===== config.mk =====
export PLATFORM = sky130hd
export DESIGN_NAME = led_anim_sched
export DESIGN_NICKNAME = d
export VERILOG_FILES = /design/src/rtl/led_anim_pkg.sv /design/src/rtl/led_anim_sched_tick_gen.sv /design/src/rtl/led_anim_sched.sv
export SDC_FILE = /design/constraint.sdc
export NUM_CORES = 1
export LEC_CHECK = 0
export BUFFER_PORTS_ARGS = -buffer_cell sky130_fd_sc_hd__buf_2
export CAP_MARGIN = 15
export CORE_UTILIZATION = 49
export DETAILED_ROUTE_END_ITERATION = 16
export PLACE_DENSITY = 0.67
export SYNTH_ARGS = -nofsm -noshare
export SYNTH_HDL_FRONTEND = slang
export SYNTH_HIERARCHICAL = 1
export SYNTH_SLANG_ARGS = --single-unit
export TNS_END_PERCENT = 20

===== constraint.sdc =====
create_clock -name clk -period 5.2 [get_ports clk]
set_input_delay 1.3 -clock clk [delete_from_list [all_inputs] [get_ports clk]]
set_output_delay 1.3 -clock clk [all_outputs]
set_load 0.02 [all_outputs]

===== src/rtl/led_anim_pkg.sv =====
// Shared encodings and pattern helpers for the LED animation scheduler.
// The pass lengths and pattern tables are kept here so that the top level holds only sequencing.
package led_anim_pkg;

    typedef enum logic [1:0] {
        MODE_WALK_LEFT  = 2'd0,
        MODE_WALK_RIGHT = 2'd1,
        MODE_BOUNCE     = 2'd2,
        MODE_FILL       = 2'd3
    } anim_mode_e;

    typedef enum logic [1:0] {
        ST_IDLE = 2'd0,
        ST_RUN  = 2'd1,
        ST_DONE = 2'd2
    } anim_state_e;

    localparam logic [4:0] PASS_LEN_WALK   = 5'd8;
    localparam logic [4:0] PASS_LEN_BOUNCE = 5'd14;
    localparam logic [4:0] PASS_LEN_FILL   = 5'd16;

    function automatic logic [3:0] last_step_idx(input anim_mode_e mode);
        logic [4:0] len;
        case (mode)
            MODE_WALK_LEFT:  len = PASS_LEN_WALK;
            MODE_WALK_RIGHT: len = PASS_LEN_WALK;
            MODE_BOUNCE:     len = PASS_LEN_BOUNCE;
            MODE_FILL:       len = PASS_LEN_FILL;
            default:         len = PASS_LEN_WALK;
        endcase
        len = len - 5'd1;
        return len[3:0];
    endfunction

    // Fill relies on 8-bit wrap: 1<<8 becomes 0 so 0-1 gives 0xFF, and 0xFF<<8 gives 0x00.
    function automatic logic [7:0] anim_pattern(input anim_mode_e mode, input logic [3:0] idx);
        logic [7:0] pat;
        case (mode)
            MODE_WALK_LEFT:  pat = 8'h01 << idx[2:0];
            MODE_WALK_RIGHT: pat = 8'h80 >> idx[2:0];
            MODE_BOUNCE: begin
                if (idx < 4'd8) pat = 8'h01 << idx[2:0];
                else            pat = 8'h01 << (4'd14 - idx);
            end
            MODE_FILL: begin
                if (idx < 4'd8) pat = (8'h01 << (idx + 4'd1)) - 8'h01;
                else            pat = 8'hFF << (idx - 4'd7);
            end
            default: pat = 8'h00;
        endcase
        return pat;
    endfunction

endpackage


===== src/rtl/led_anim_sched_tick_gen.sv =====
// Step prescaler: counts 0..period-1 while enabled and pulses tick on the last count.
// A period of 0 behaves as 1, so the tick then fires on every enabled cycle.
module anim_tick_gen #(
    parameter int PERIOD_W = 16
) (
    input  logic                clk,
    input  logic                rst,
    input  logic                en,
    input  logic [PERIOD_W-1:0] period,
    output logic                tick
);

    logic [PERIOD_W-1:0] count_r;
    logic [PERIOD_W-1:0] last_s;

    // Terminal count for the current period.
    always_comb begin
        last_s = {PERIOD_W{1'b0}};
        if (period == {PERIOD_W{1'b0}}) begin
            last_s = {PERIOD_W{1'b0}};
        end else begin
            last_s = period - PERIOD_W'(1);
        end
    end

    assign tick = en && (count_r == last_s);

    // Prescaler count, held at zero whenever disabled so each RUN entry starts at 0.
    always_ff @(posedge clk or posedge rst) begin
        if (rst) begin
            count_r <= {PERIOD_W{1'b0}};
        end else if (!en || tick) begin
            count_r <= {PERIOD_W{1'b0}};
        end else begin
            count_r <= count_r + PERIOD_W'(1);
        end
    end

endmodule


===== src/rtl/led_anim_sched.sv =====
// LED animation scheduler: IDLE/RUN/DONE sequencer driving a registered LED pattern.
// Configuration is captured at launch; the prescaler sub-module paces pattern steps.
module led_anim_sched
    import led_anim_pkg::*;
#(
    parameter int PERIOD_W = 16,
    parameter int WIDTH    = 8
) (
    input  logic                clk,
    input  logic                rst,
    input  logic                start,
    input  logic                stop,
    input  logic [1:0]          mode,
    input  logic [PERIOD_W-1:0] period,
    input  logic [3:0]          repeat_n,
    output logic [WIDTH-1:0]    led,
    output logic                busy,
    output logic                done,
    output logic                step_tick
);

    anim_state_e         state_r, next_state_s;
    anim_mode_e          mode_r;
    logic [PERIOD_W-1:0] period_r;
    logic [3:0]          repeat_r;
    logic [3:0]          step_idx_r;
    logic [3:0]          pass_cnt_r;
    logic [WIDTH-1:0]    led_r;
    logic                tick_s;
    logic                launch_s;
    logic                last_step_s;
    logic                finish_s;
    logic [3:0]          pass_next_s;

    anim_tick_gen #(.PERIOD_W(PERIOD_W)) u_tick_gen (
        .clk    (clk),
        .rst    (rst),
        .en     (state_r == ST_RUN),
        .period (period_r),
        .tick   (tick_s)
    );

    assign launch_s    = start && !stop;
    assign pass_next_s = pass_cnt_r + 4'd1;
    assign last_step_s = tick_s && (step_idx_r == last_step_idx(mode_r));
    assign finish_s    = last_step_s && (repeat_r != 4'd0) && (pass_next_s == repeat_r);

    // Next-state decode; stop always wins over start and over completion.
    always_comb begin
        next_state_s = state_r;
        case (state_r)
            ST_IDLE: begin
                if (launch_s) next_state_s = ST_RUN;
                else          next_state_s = ST_IDLE;
            end
            ST_RUN: begin
                if (stop)          next_state_s = ST_IDLE;
                else if (finish_s) next_state_s = ST_DONE;
                else               next_state_s = ST_RUN;
            end
            ST_DONE: next_state_s = ST_IDLE;
            default: next_state_s = ST_IDLE;
        endcase
    end

    // State register.
    always_ff @(posedge clk or posedge rst) begin
        if (rst) state_r <= ST_IDLE;
        else     state_r <= next_state_s;
    end

    // Configuration capture, step/pass tracking and the registered LED pattern.
    always_ff @(posedge clk or posedge rst) begin
        if (rst) begin
            mode_r     <= MODE_WALK_LEFT;
            period_r   <= {PERIOD_W{1'b0}};
            repeat_r   <= 4'd0;
            step_idx_r <= 4'd0;
            pass_cnt_r <= 4'd0;
            led_r      <= {WIDTH{1'b0}};
        end else begin
            case (state_r)
                ST_IDLE: begin
                    step_idx_r <= 4'd0;
                    pass_cnt_r <= 4'd0;
                    if (launch_s) begin
                        mode_r   <= anim_mode_e'(mode);
                        period_r <= period;
                        repeat_r <= repeat_n;
                        led_r    <= anim_pattern(anim_mode_e'(mode), 4'd0);
                    end else begin
                        led_r <= {WIDTH{1'b0}};
                    end
                end
                ST_RUN: begin
                    if (stop) begin
                        step_idx_r <= 4'd0;
                        pass_cnt_r <= 4'd0;
                        led_r      <= {WIDTH{1'b0}};
                    end else if (last_step_s) begin
                        step_idx_r <= 4'd0;
                        pass_cnt_r <= pass_next_s;
                        led_r      <= finish_s ? {WIDTH{1'b0}} : anim_pattern(mode_r, 4'd0);
                    end else if (tick_s) begin
                        step_idx_r <= step_idx_r + 4'd1;
                        led_r      <= anim_pattern(mode_r, step_idx_r + 4'd1);
                    end
                end
                ST_DONE: begin
                    step_idx_r <= 4'd0;
                    pass_cnt_r <= 4'd0;
                    led_r      <= {WIDTH{1'b0}};
                end
                default: begin
                    step_idx_r <= 4'd0;
                    pass_cnt_r <= 4'd0;
                    led_r      <= {WIDTH{1'b0}};
                end
            endcase
        end
    end

    assign led       = led_r;
    assign busy      = (state_r == ST_RUN);
    assign done      = (state_r == ST_DONE);
    assign step_tick = tick_s;

endmodule

# Yosys cells after proc, flatten, opt, wreduce, memory -nomap -nowiden
# Cells that the tools add are included.
[totals]
word_cells = 78
reg_bits = 56
in_bits = 26
[op_classes]
shifts = 5
mux = 25
n_addsub = 9
reduce_logical = 17
eq_ne = 13
n_lt_le_gt_ge = 1
[op_table]
columns = ["operator", "n"]
rows = [
  ["2-to-1 mux 8 bit", 7],
  ["case mux 8 bit (2 select lines)", 3],
  ["2-to-1 mux 16 bit", 2],
  ["case mux 8 bit (4 select lines)", 1],
  ["2-to-1 mux 4 bit", 7],
  ["adder 16 x 1 -> 16 bit, second input constant", 1],
  ["== test 16 bit", 1],
  ["zero test 16 bit", 1],
  ["<< shifter 1 x 4 -> 8 bit, first input constant", 2],
  ["subtractor 16 x 1 -> 16 bit, second input constant", 1],
  ["adder 4 x 1 -> 4 bit, second input constant", 3],
  ["case mux 4 bit (3 select lines)", 1],
  ["== test 2 bit, second input constant", 5],
  ["== test 4 bit", 2],
  ["<< shifter 1 x 3 -> 8 bit, first input constant", 1],
  ["<< shifter 8 x 4 -> 8 bit, first input constant", 1],
  [">> shifter 8 x 3 -> 8 bit, first input constant", 1],
  ["subtractor 8 x 1 -> 8 bit, second input constant", 1],
  ["== test 2 x 1 -> 1 bit, second input constant", 3],
  ["zero test 2 bit", 3],
  ["OR reduction 3 bit", 2],
  ["logical AND 1 bit", 5],
  ["< comparator 4 bit, second input constant", 1],
  ["2-to-1 mux 2 bit", 2],
  ["other kinds (12)", 13],
]

# Depth between registers and ports, before layout
[depth]
ltp_word = 12
mapped_depth = 16
ltp_nobuf = 14

# Hierarchy
# Netlist, hierarchy kept.
[modules_own_cells]
columns = ["module", "area_per_inst_um2", "n_inst", "cells_per_inst"]
rows = [
  ["led_anim_sched", 2771.4, 1, 298],
  ["anim_tick_gen", 1749.2, 1, 222],
]

# Least setup slack after synthesis
# OpenSTA, ideal clock, no wires.
[synth_path]
kind = "flip-flop to output port"
startpoint = "register period_r[0]"
endpoint = "output step_tick"
path_slack_ns = 1.095
path_buffers = 1
t_arrival_ns = 2.805
path_stages_with_launch = 10
required_ns = 3.900
path_cell_list = "dfrtp_1 -> inv_1 -> ha_1 -> nor3b_2 -> nand4_2 -> buf_4 -> or2_1 -> a2111o_1 -> a2111oi_4 -> and2_1"
[synth_via]
elab_chain_cells = 4
word_cells_on_any_way = 5
[synth_lines]
columns = ["item", "line", "source"]
rows = [
  ["from (decl)", "led_anim_sched.sv:24", "logic [PERIOD_W-1:0] period_r;"],
  ["from (signal assigned)", "led_anim_sched.sv:76", "period_r <= {PERIOD_W{1'b0}};"],
  ["from (signal assigned)", "led_anim_sched.sv:88", "period_r <= period;"],
  ["subtractor 16 x 1 -> 16 bit / zero test 16 bit (equally long branches)", "led_anim_sched_tick_gen.sv:22, led_anim_sched_tick_gen.sv:19", ""],
  ["2-to-1 mux 16 bit (*)", "led_anim_sched_tick_gen.sv:19", "if (period == {PERIOD_W{1'b0}}) begin"],
  ["== test 16 bit (*)", "led_anim_sched_tick_gen.sv:26", "assign tick = en && (count_r == last_s);"],
  ["logical AND 1 bit (*)", "led_anim_sched_tick_gen.sv:26", ""],
  ["to (decl)", "led_anim_sched.sv:19", "output logic step_tick"],
]
# Every way passes the cells marked *; elsewhere a longest branch is shown, timed or not.

# Worst setup path after layout
[layout_path]
startpoint = "register period_r[6]"
endpoint = "output step_tick"
# The elaborated chain is that of the path after synthesis.

==> reports/metrics.cfg <==
[run_status]
status=finished with violations
violations=design-rule violations

[synthesis]
synth.yosys.warnings=6
synth_top_cell_by_area=dfrtp_1
synth_top_area_share_pct=31.0
synth_fp_nets=563
synthDistinctLibCells=83
postSynthAreaPerCell_um2=8.69
netlist_instances=520
async_reset_ff_share_pct=100
yosysSeqAreaShare_pct=31.0
ys_ff_latch=56
ys.flop_type=dfrtp_1
netlist_area_mm2=0.00452
synth_edf_count=0
yosys-top-cells-area=dfrtp_1 31%, xnor2_1 5.0%, ha_1 4.7%

[sta]
fin_crit_ns=4.92
rsz0062_at_grt=false
fmax_mhz=203
holdWs_ns=0.495
finalSetupTns_ns=0
fin_crit_sh_pct=94.5
clock-skew-final_ns=0.00736
tightest_slew_ns=1.04
slew_viol_final=0
setup_viol=0
slew_headroom_pct=29.9
hold_viol_final=0

[cts]
cts_sinks=56
cts-root-buf=clkbuf_8
holdBufCountCts=0
clk_latency_ns=0.31
cts_made_buffers=5
ctsResizeCount=0
post_cts_buffers=0
clkTransAtPathRegs_ns=0.11
cts_tree=done
cts_max_level=2
cts.path.max_buffers=2

[critical_path]
critPathKind=flop to output pin
crit_family=simple AND/OR/NAND/NOR gates
worstPathArrival_ns=3.62
slowest_delay_ns=0.62
worst-path-buf-inv=1
startpoint_type=flop
crit_chain=nor4_4 -> nand4_2 -> a311oi_1 -> o221ai_1 -> a2111o_1 -> a2111oi_4 -> and2_1 -> buf_2
critical_path.endpoint_type=output pin
crit_required_ns=3.90
critPathMaxFanout=13
critPathSlowestCell=nor4_4

[floorplan]
dieArea_mm2=0.00961
initial_core_util_pct=51.3
core_area_mm2=0.00881
rows=34
ios=37
die-width_um=98.1
dieHeight_um=98.1

[power_and_ir_drop]
power-per-cell-area_mw_per_mm2=242
vdd_drop_max_mv=0.180
cellLeakagePower_nw=1.95

[route]
wire_per_inst_um=17.7
vias=4010
wirelength_mm=11.4
drc=3
drt_iter0_drc=385
antenna_left=0
vias_per_cell=6.24
dr.pass1.iters=11

[place]
dpl.hpwl_mm=8.51
io_buffers=36
gp_congestion=0.931
place_area_mm2=0.00469

[final_layout]
fillers=828
post-route-cell-area_mm2=0.00481
area_growth_pct=6.45
drive_gt1_share_pct=14.8
layout_commonest_cell=dfrtp_1
fin_util_pct=54.6
layout.nets=577
final_cell_mix=56 x dfrtp_1, 48 x nand2_1, 45 x nor2_1
diodes=0

[grt]
antenna_found_initial=0
grt_pass1_vias=3758
grt.overflow.total=0
grt_usage_pct=24.6
grt_start_max_net_pins=41
grt_pass1_wl_mm=19.1

[min_path]
hold_path.class=flop to flop

[job]
cap_violations=0

## worst min-delay path, cell delays in order (launching register included)
cell and delay, ns:
dfrtp_1 0.36, nand2_1 0.07, o41ai_2 0.05
## state kept, by name, summed over array words and instances (netlist names)
name                cells
pass_cnt_r              4
step_idx_r              4
led                     8
period_r               16
mode_r                  2
u_tick_gen/count_r     16
state_r                 2
repeat_r                4
## cell usage after synthesis (6+ instances only)
master	count
a21oi_1	29
a31oi_1	6
and3_1	9
clkbuf_1	20
dfrtp_1	56
ha_1	17
inv_1	20
mux2_1	14
mux2_2	7
nand2_1	48
nand2b_1	7
nand3_1	24
nand4_1	9
nor2_1	45
nor3_1	14
nor4_1	8
o21ai_0	17
xnor2_1	26
xor2_1	15
## report_power, final
group / internal [mW] / switching, mW / leakage, nW
combinational: 0.131 / 0.162 / 1.16
sequential: 0.476 / 0.0940 / 0.731
clock: 0.149 / 0.155 / 0.0607
total: 0.755 / 0.411 / 1.95
## final cells by class
class	instances	area [µm²]	area share [%]
inverter	22	82.6	1.72
sequential	56	1400	29.1
clock buffer	5	68.8	1.43
timing repair buffer	41	218	4.52
clock inverter	3	50.0	1.04
tap	108	135	2.81
multi-input combinational	408	2860	59.4
## kinds of logic (layout without fill, tap and decap cells)
family	after synthesis	count (layout)	synth area share, %
AO/OA/AOI/OAI	111	111	17.7
adder cells (fa/ha/maj)	17	17	4.71
XOR/XNOR	42	42	8.55
buffers and inverters	56	71	5.81
multiplexers	22	22	5.45
flip-flops	56	56	31.0
AND/OR/NAND/NOR	216	216	26.7
## metal layers
metal	wire length [µm]	up-vias	track usage (%)	part of all wire, %
met2	4940	174	37.8	43
li1	-	1920	-	-
met5	0	-	0	0
met3	949	19	5.37	8.3
met1	5380	1897	35.9	47
met4	118	0	4.08	1.0
## through the flow
stage               power (mW)  std cells  setup slack, ns
global placement         0.855        635            0.822
detailed placement       0.862        635            0.678
finish                    1.17        643            0.284
floorplan                0.792        520             1.09
CTS                       1.17        643            0.304
global route              1.23        643           0.0207
## path summary, 6_finish.rpt
| check | start | end | slack [ns] | cells past startpoint |
|---|---|---|---|---|
| worst min register to register | led[6] | led[6] | 0.50 | 2 |
| worst max register to register | period_r[6] | led[1] | 1.04 | 12 |
| max in group asynchronous | rst | period_r[12] | 3.72 | 3 |
| worst min-delay path | led[6] | led[6] | 0.50 | 2 |
| min in group asynchronous | rst | u_tick_gen/count_r[1] | 1.05 | 2 |
| worst max-delay path | period_r[6] | step_tick | 0.28 | 8 |
No activity file was read; power rests on OpenSTA's default activity.
